### src/rtl/uart_tx.sv
// 8N1 UART transmitter with a small byte FIFO in front of the shift register.
// Bit time is SEQ / BAUD_RATE clk cycles, which must be at least 2.
module uart_tx #(
  parameter int SEQ        = 100000000,
  parameter int BAUD_RATE  = 9600,
  parameter int FIFO_DEPTH = 4
) (
  input  logic       clk,
  input  logic       rst,
  input  logic       wr_en,
  input  logic [7:0] data_in,
  output logic       full,
  output logic       overflow,
  output logic       TX,
  output logic       tx_busy,
  output logic       tx_done
);

  localparam int T_BAUD = SEQ / BAUD_RATE;
  localparam int CW     = (T_BAUD > 1) ? $clog2(T_BAUD) : 1;
  localparam int AW     = $clog2(FIFO_DEPTH);

  localparam logic [CW-1:0] BAUD_LAST = CW'(T_BAUD - 1);
  localparam logic [CW-1:0] BAUD_PRE  = CW'(T_BAUD - 2);
  localparam logic [AW:0]   DEPTH_C   = (AW + 1)'(FIFO_DEPTH);

  localparam logic [1:0] ST_IDLE  = 2'd0;
  localparam logic [1:0] ST_START = 2'd1;
  localparam logic [1:0] ST_DATA  = 2'd2;
  localparam logic [1:0] ST_STOP  = 2'd3;

  logic [7:0]    mem_q [FIFO_DEPTH];
  logic [AW-1:0] wr_ptr_q, wr_ptr_d;
  logic [AW-1:0] rd_ptr_q, rd_ptr_d;
  logic [AW:0]   count_q, count_d;
  logic          overflow_q, overflow_d;
  logic [1:0]    state_q, state_d;
  logic [CW-1:0] baud_cnt_q, baud_cnt_d;
  logic [2:0]    bit_cnt_q, bit_cnt_d;
  logic [7:0]    shift_q, shift_d;
  logic          tx_q, tx_d;
  logic          tx_busy_q, tx_busy_d;
  logic          tx_done_q, tx_done_d;

  logic full_s;
  logic push_s;
  logic pop_s;
  logic baud_end_s;
  logic fifo_ne_s;

  assign full_s     = (count_q == DEPTH_C);
  assign push_s     = wr_en & ~full_s;
  assign fifo_ne_s  = (count_q != {(AW + 1){1'b0}});
  assign baud_end_s = (baud_cnt_q == BAUD_LAST);

  // Next-state logic; outputs are derived from the next state so they leave flops.
  always_comb begin
    state_d    = state_q;
    baud_cnt_d = baud_cnt_q;
    bit_cnt_d  = bit_cnt_q;
    shift_d    = shift_q;
    pop_s      = 1'b0;
    tx_done_d  = 1'b0;
    case (state_q)
      ST_IDLE: begin
        if (fifo_ne_s) begin
          pop_s      = 1'b1;
          shift_d    = mem_q[rd_ptr_q];
          baud_cnt_d = {CW{1'b0}};
          state_d    = ST_START;
        end else begin
          baud_cnt_d = {CW{1'b0}};
        end
      end
      ST_START: begin
        if (baud_end_s) begin
          baud_cnt_d = {CW{1'b0}};
          bit_cnt_d  = 3'd0;
          state_d    = ST_DATA;
        end else begin
          baud_cnt_d = baud_cnt_q + {{(CW - 1){1'b0}}, 1'b1};
        end
      end
      ST_DATA: begin
        if (baud_end_s) begin
          baud_cnt_d = {CW{1'b0}};
          shift_d    = {1'b0, shift_q[7:1]};
          bit_cnt_d  = bit_cnt_q + 3'd1;
          if (bit_cnt_q == 3'd7) begin
            state_d = ST_STOP;
          end else begin
            state_d = ST_DATA;
          end
        end else begin
          baud_cnt_d = baud_cnt_q + {{(CW - 1){1'b0}}, 1'b1};
        end
      end
      ST_STOP: begin
        // tx_done is registered, so it is armed one cycle before the stop bit ends.
        tx_done_d = (baud_cnt_q == BAUD_PRE);
        if (baud_end_s) begin
          baud_cnt_d = {CW{1'b0}};
          if (fifo_ne_s) begin
            pop_s   = 1'b1;
            shift_d = mem_q[rd_ptr_q];
            state_d = ST_START;
          end else begin
            state_d = ST_IDLE;
          end
        end else begin
          baud_cnt_d = baud_cnt_q + {{(CW - 1){1'b0}}, 1'b1};
        end
      end
      default: begin
        state_d    = ST_IDLE;
        baud_cnt_d = {CW{1'b0}};
      end
    endcase

    case (state_d)
      ST_IDLE:  begin tx_d = 1'b1;       tx_busy_d = 1'b0; end
      ST_START: begin tx_d = 1'b0;       tx_busy_d = 1'b1; end
      ST_DATA:  begin tx_d = shift_d[0]; tx_busy_d = 1'b1; end
      ST_STOP:  begin tx_d = 1'b1;       tx_busy_d = 1'b1; end
      default:  begin tx_d = 1'b1;       tx_busy_d = 1'b0; end
    endcase
  end

  // FIFO bookkeeping; a write while full is dropped even if a pop happens in the same cycle.
  always_comb begin
    wr_ptr_d   = wr_ptr_q + {{(AW - 1){1'b0}}, push_s};
    rd_ptr_d   = rd_ptr_q + {{(AW - 1){1'b0}}, pop_s};
    count_d    = count_q + {{AW{1'b0}}, push_s} - {{AW{1'b0}}, pop_s};
    overflow_d = overflow_q | (wr_en & full_s);
  end

  // FIFO storage; contents are discarded on reset simply by clearing the pointers.
  always_ff @(posedge clk) begin
    if (push_s) begin
      mem_q[wr_ptr_q] <= data_in;
    end
  end

  // State, counter and output registers.
  always_ff @(posedge clk or posedge rst) begin
    if (rst) begin
      wr_ptr_q   <= {AW{1'b0}};
      rd_ptr_q   <= {AW{1'b0}};
      count_q    <= {(AW + 1){1'b0}};
      overflow_q <= 1'b0;
      state_q    <= ST_IDLE;
      baud_cnt_q <= {CW{1'b0}};
      bit_cnt_q  <= 3'd0;
      shift_q    <= 8'd0;
      tx_q       <= 1'b1;
      tx_busy_q  <= 1'b0;
      tx_done_q  <= 1'b0;
    end else begin
      wr_ptr_q   <= wr_ptr_d;
      rd_ptr_q   <= rd_ptr_d;
      count_q    <= count_d;
      overflow_q <= overflow_d;
      state_q    <= state_d;
      baud_cnt_q <= baud_cnt_d;
      bit_cnt_q  <= bit_cnt_d;
      shift_q    <= shift_d;
      tx_q       <= tx_d;
      tx_busy_q  <= tx_busy_d;
      tx_done_q  <= tx_done_d;
    end
  end

  assign full     = full_s;
  assign overflow = overflow_q;
  assign TX       = tx_q;
  assign tx_busy  = tx_busy_q;
  assign tx_done  = tx_done_q;

endmodule

### config.mk
export PLATFORM = sky130hd
export DESIGN_NAME = uart_tx
export DESIGN_NICKNAME = d
export VERILOG_FILES = /design/src/rtl/uart_tx.sv
export SDC_FILE = /design/constraint.sdc
export NUM_CORES = 1
export LEC_CHECK = 0
export BUFFER_PORTS_ARGS = -buffer_cell sky130_fd_sc_hd__buf_2
export CAP_MARGIN = 20
export CELL_PAD_IN_SITES_DETAIL_PLACEMENT = 1
export CELL_PAD_IN_SITES_GLOBAL_PLACEMENT = 1
export CORE_ASPECT_RATIO = 0.7
export CORE_UTILIZATION = 45
export DETAILED_ROUTE_END_ITERATION = 10
export GPL_TIMING_DRIVEN = 0
export PLACE_DENSITY_LB_ADDON = 0.1
export SLEW_MARGIN = 20
export SYNTH_ARGS = -nofsm -noshare
export SYNTH_HDL_FRONTEND = slang
export SYNTH_SLANG_ARGS = --single-unit
### constraint.sdc
create_clock -name clk -period 6.6 [get_ports clk]
set_input_delay 0.66 -clock clk [delete_from_list [all_inputs] [get_ports clk]]
set_output_delay 0.66 -clock clk [all_outputs]
set_load 0.03 [all_outputs]
==> results.py <==
metrics = {
    "outcome": {
        "outcome": "finished, final reports clean",
    },
    "clock_network": {
        "post_cts.resized_instances": 0,
        "cts.clk_slew.worst_paths_ns": 0.08,
        "tritoncts_num_sinks": 70,
        "cts_setup_buffers": 0,
        "clock_tree_from_tritoncts": "done",
        "worstSkewPairLatency_ns": 0.34,
        "clk_root_buffer_cell": "sky130_fd_sc_hd__clkbuf_8",
        "ctsHoldBuffers": 0,
        "htree_levels": 3,
        "cts_inserted_buffers": 9,
        "clock_path_buffers": 2,
    },
    "yosys": {
        "synth_cell_type_count": 52,
        "ys_async_sr_fraction_pct": 54.3,
        "seq_area_frac_synth_pct": 58.7,
        "synth.avg_cell_area_um2": 13.0,
        "synthTopCellsByArea": "sky130_fd_sc_hd__edfxtp_1 (29%), sky130_fd_sc_hd__dfrtp_1 (28%), sky130_fd_sc_hd__mux4_2 (5.5%)",
        "syn_area_um2": 3260,
        "ys.warnings.count": 0,
        "synth_cells": 250,
        "synth_top_cell_by_area": "sky130_fd_sc_hd__edfxtp_1",
        "synth_edf_count": 32,
        "ys_seq_elements": 70,
        "synthesis.nets": 276,
        "synth_top_cell_area_share_pct": 29.5,
        "synth-main-ff-cell": "sky130_fd_sc_hd__dfrtp_1",
    },
    "drt": {
        "detail-route-antenna-nets": 0,
        "detailedRoute.firstIterationViolations": 79,
        "route.detailed.drc": 0,
        "number_of_vias_after_detailed_routing": 2023,
        "routed_via_density": 5.38,
        "totalWireLength_mm": 6.53,
        "firstDrtPassIters": 4,
        "average_wire_per_standard_cell_um": 17.4,
    },
    "critical_path": {
        "critical_path_peak_fanout": 6,
        "crit_top_cell": "sky130_fd_sc_hd__xnor2_1",
        "reg2reg_slack_ns": 3.37,
        "rr_endpoint": "count_q[2]",
        "crit_chain": "or4b_4, nor4_4, nor2_2, or3_4, xnor2_1, ha_1, inv_1, fa_1, xnor2_1, xnor2_1",
        "cp_slowest_stage_delay_ns": 0.59,
        "worst-endpoint-arrival_ns": 3.45,
        "path_class": "flip-flop to flip-flop",
        "setup.worst_path.start_class": "flip-flop",
        "setup.worst_path.end_class": "flip-flop",
        "cpMaxStageDelayCell": "sky130_fd_sc_hd__or4b_4",
        "worst_setup_path_startpoint": "baud_cnt_q[9]",
        "r2r_cells": 10,
        "worst_r2r_startpoint": "baud_cnt_q[9]",
        "required_ns": 6.83,
    },
    "placed_design": {
        "placed_cell_area_um2": 3480,
        "placement.io_buffers": 15,
        "gp_congestion": 0.702,
        "hpwlAfterDp_mm": 4.72,
    },
    "floorplanning": {
        "die-area_um2": 7590,
        "pin_count": 16,
        "dieHeight_um": 73.2,
        "die_w_um": 104,
        "fp.coreArea_um2": 6880,
        "floorplan.initialDensity_pct": 47.3,
        "core.rowCount": 25,
    },
    "global_routing": {
        "grtUsageTotal_pct": 19.9,
        "total_gr_overflow": 0,
        "antenna_found_initial": 0,
        "grt_max_degree": 22,
        "grt_pass1_wl_mm": 11.2,
        "via_count_of_the_first_global_routing_pass": 2187,
    },
    "final_layout": {
        "final_design_area_excluding_fillers_um2": 3650,
        "area_growth_syn_to_layout_pct": 12.0,
        "fraction_of_layout_cells_with_a_size_suffix_above_1_pct": 18.4,
        "nets": 303,
        "layout.cells.most_common_list": "sky130_fd_sc_hd__dfrtp_1 (37), sky130_fd_sc_hd__edfxtp_1 (32), sky130_fd_sc_hd__nor2_1 (20)",
        "post-route-util_pct": 53.0,
        "antenna_cells": 0,
        "most_common_library_cell_in_the_layout_ignoring_fill_and_taps": "sky130_fd_sc_hd__dfrtp_1",
    },
    "timing": {
        "fin_worst_hold_slack_ns": 0.325,
        "unrepaired_setup_endpoints_after_global_routing": "no",
        "timing.setup.tns_ns": 0,
        "setup_violations": 0,
        "layout_worst_path_cycle_share_pct": 48.9,
        "minimum_period_implied_by_the_final_worst_setup_slack_ns": 3.23,
        "max-slew-margin-rel_pct": 44.3,
        "max_freq_mhz": 310,
        "finalHoldViolCount": 0,
        "report.final.slew_viol_count": 0,
        "clock-skew-final_ns": 0.00895,
        "max_slew.worst_pin.slew_ns": 0.833,
    },
    "power_and_ir_drop": {
        "worst_vdd_ir_mv": 0.158,
        "finalPower_uw": 1560,
        "leakage_power_uw": 0.00148,
        "pwr_density_cell_nw_per_um2": 428,
    },
    "min_path": {
        "min-delay-path-class": "input pin to async pin",
    },
    "flow_run": {
        "cap_violations": 0,
    },
}
[Yosys cell counts, types with 3 or more instances]
library cell                n
sky130_fd_sc_hd__dfrtp_1   37
sky130_fd_sc_hd__edfxtp_1  32
sky130_fd_sc_hd__nor2_1    20
sky130_fd_sc_hd__ha_1      14
sky130_fd_sc_hd__nand2_1   12
sky130_fd_sc_hd__a21oi_1   10
sky130_fd_sc_hd__inv_1     10
sky130_fd_sc_hd__nand3_1   10
sky130_fd_sc_hd__xnor2_1   10
sky130_fd_sc_hd__clkbuf_1   8
sky130_fd_sc_hd__mux4_2     8
sky130_fd_sc_hd__xor2_1     8
sky130_fd_sc_hd__o21ai_1    5
sky130_fd_sc_hd__o22a_1     5
sky130_fd_sc_hd__nor3_1     4
sky130_fd_sc_hd__o22ai_1    4
sky130_fd_sc_hd__a22o_1     3
sky130_fd_sc_hd__and3_1     3
sky130_fd_sc_hd__buf_2      3
sky130_fd_sc_hd__nand4_1    3
sky130_fd_sc_hd__o31ai_1    3
[report_power, final]
group	total, µW	internal, µW	switching [µW]
Sequential	651	577	73.5
Combinational	614	262	353
Clock	297	135	162
Total	1560	974	588
[area by class of cell]
type                            instances  area [µm²]
Buffer                                 12        48.8
Inverter                               10        37.5
Timing Repair Buffer                   16         103
Clock inverter                          6        37.5
Fill cell                             724        3230
Sequential cell                        70        1910
Tap cell                               94         118
Multi-Input combinational cell        158        1260
Clock buffer                           10         128
[sequential cells by signal (all words and copies together), names as in the netlist]
register	flops
mem_q	32
baud_cnt_q	14
shift_q	8
bit_cnt_q	3
count_q	3
rd_ptr_q	2
state_q	2
wr_ptr_q	2
TX	1
overflow	1
tx_busy	1
tx_done	1
[metal layers]
layer  up-vias  global-route usage [%]  part of all wire (%)
li1        970                       -                     -
met1      1017                    28.3                    54
met2        25                    30.3                    42
met3        11                    4.55                   2.3
met4         0                    7.14                   1.5
met5         -                       0                     0
[metrics by stage]
stage / setup WS (ns) / cells
6_report: 3.37 / 376
5_1_grt: 3.19 / 376
4_1_cts: 3.35 / 376
3_5_place_dp: 3.38 / 360
3_3_place_gp: 3.44 / 359
2_1_floorplan: 3.70 / 250
[kinds of logic (layout without fill, tap and decap cells)]
kind of cell / after synthesis / after routing / synth area share (%)
XOR/XNOR: 18 / 18 / 4.84
AND/OR/NAND/NOR: 72 / 72 / 12.4
flip-flops: 70 / 70 / 58.7
adder cells (fa/ha/maj): 15 / 15 / 5.99
multiplexers: 11 / 11 / 6.49
AO/OA/AOI/OAI: 42 / 42 / 8.87
buffers and inverters: 22 / 54 / 2.65
[how the worst max path moves through the flow]
stage,to,depth (start not counted)
floorplan,count_q[2],10
global placement,count_q[2],10
detailed placement,count_q[2],10
CTS,count_q[2],10
global route,count_q[2],10
finish,count_q[2],10
[worst max-delay path, delay by kind of cell (launching register included)]
family	cells	cell delay [ns]
flops	1	0.43
xor+xnor	3	0.43
buf+inv	1	0.05
fa+ha+maj	2	0.54
simple gates	4	1.66
No activity file was read; power rests on OpenSTA's default activity.
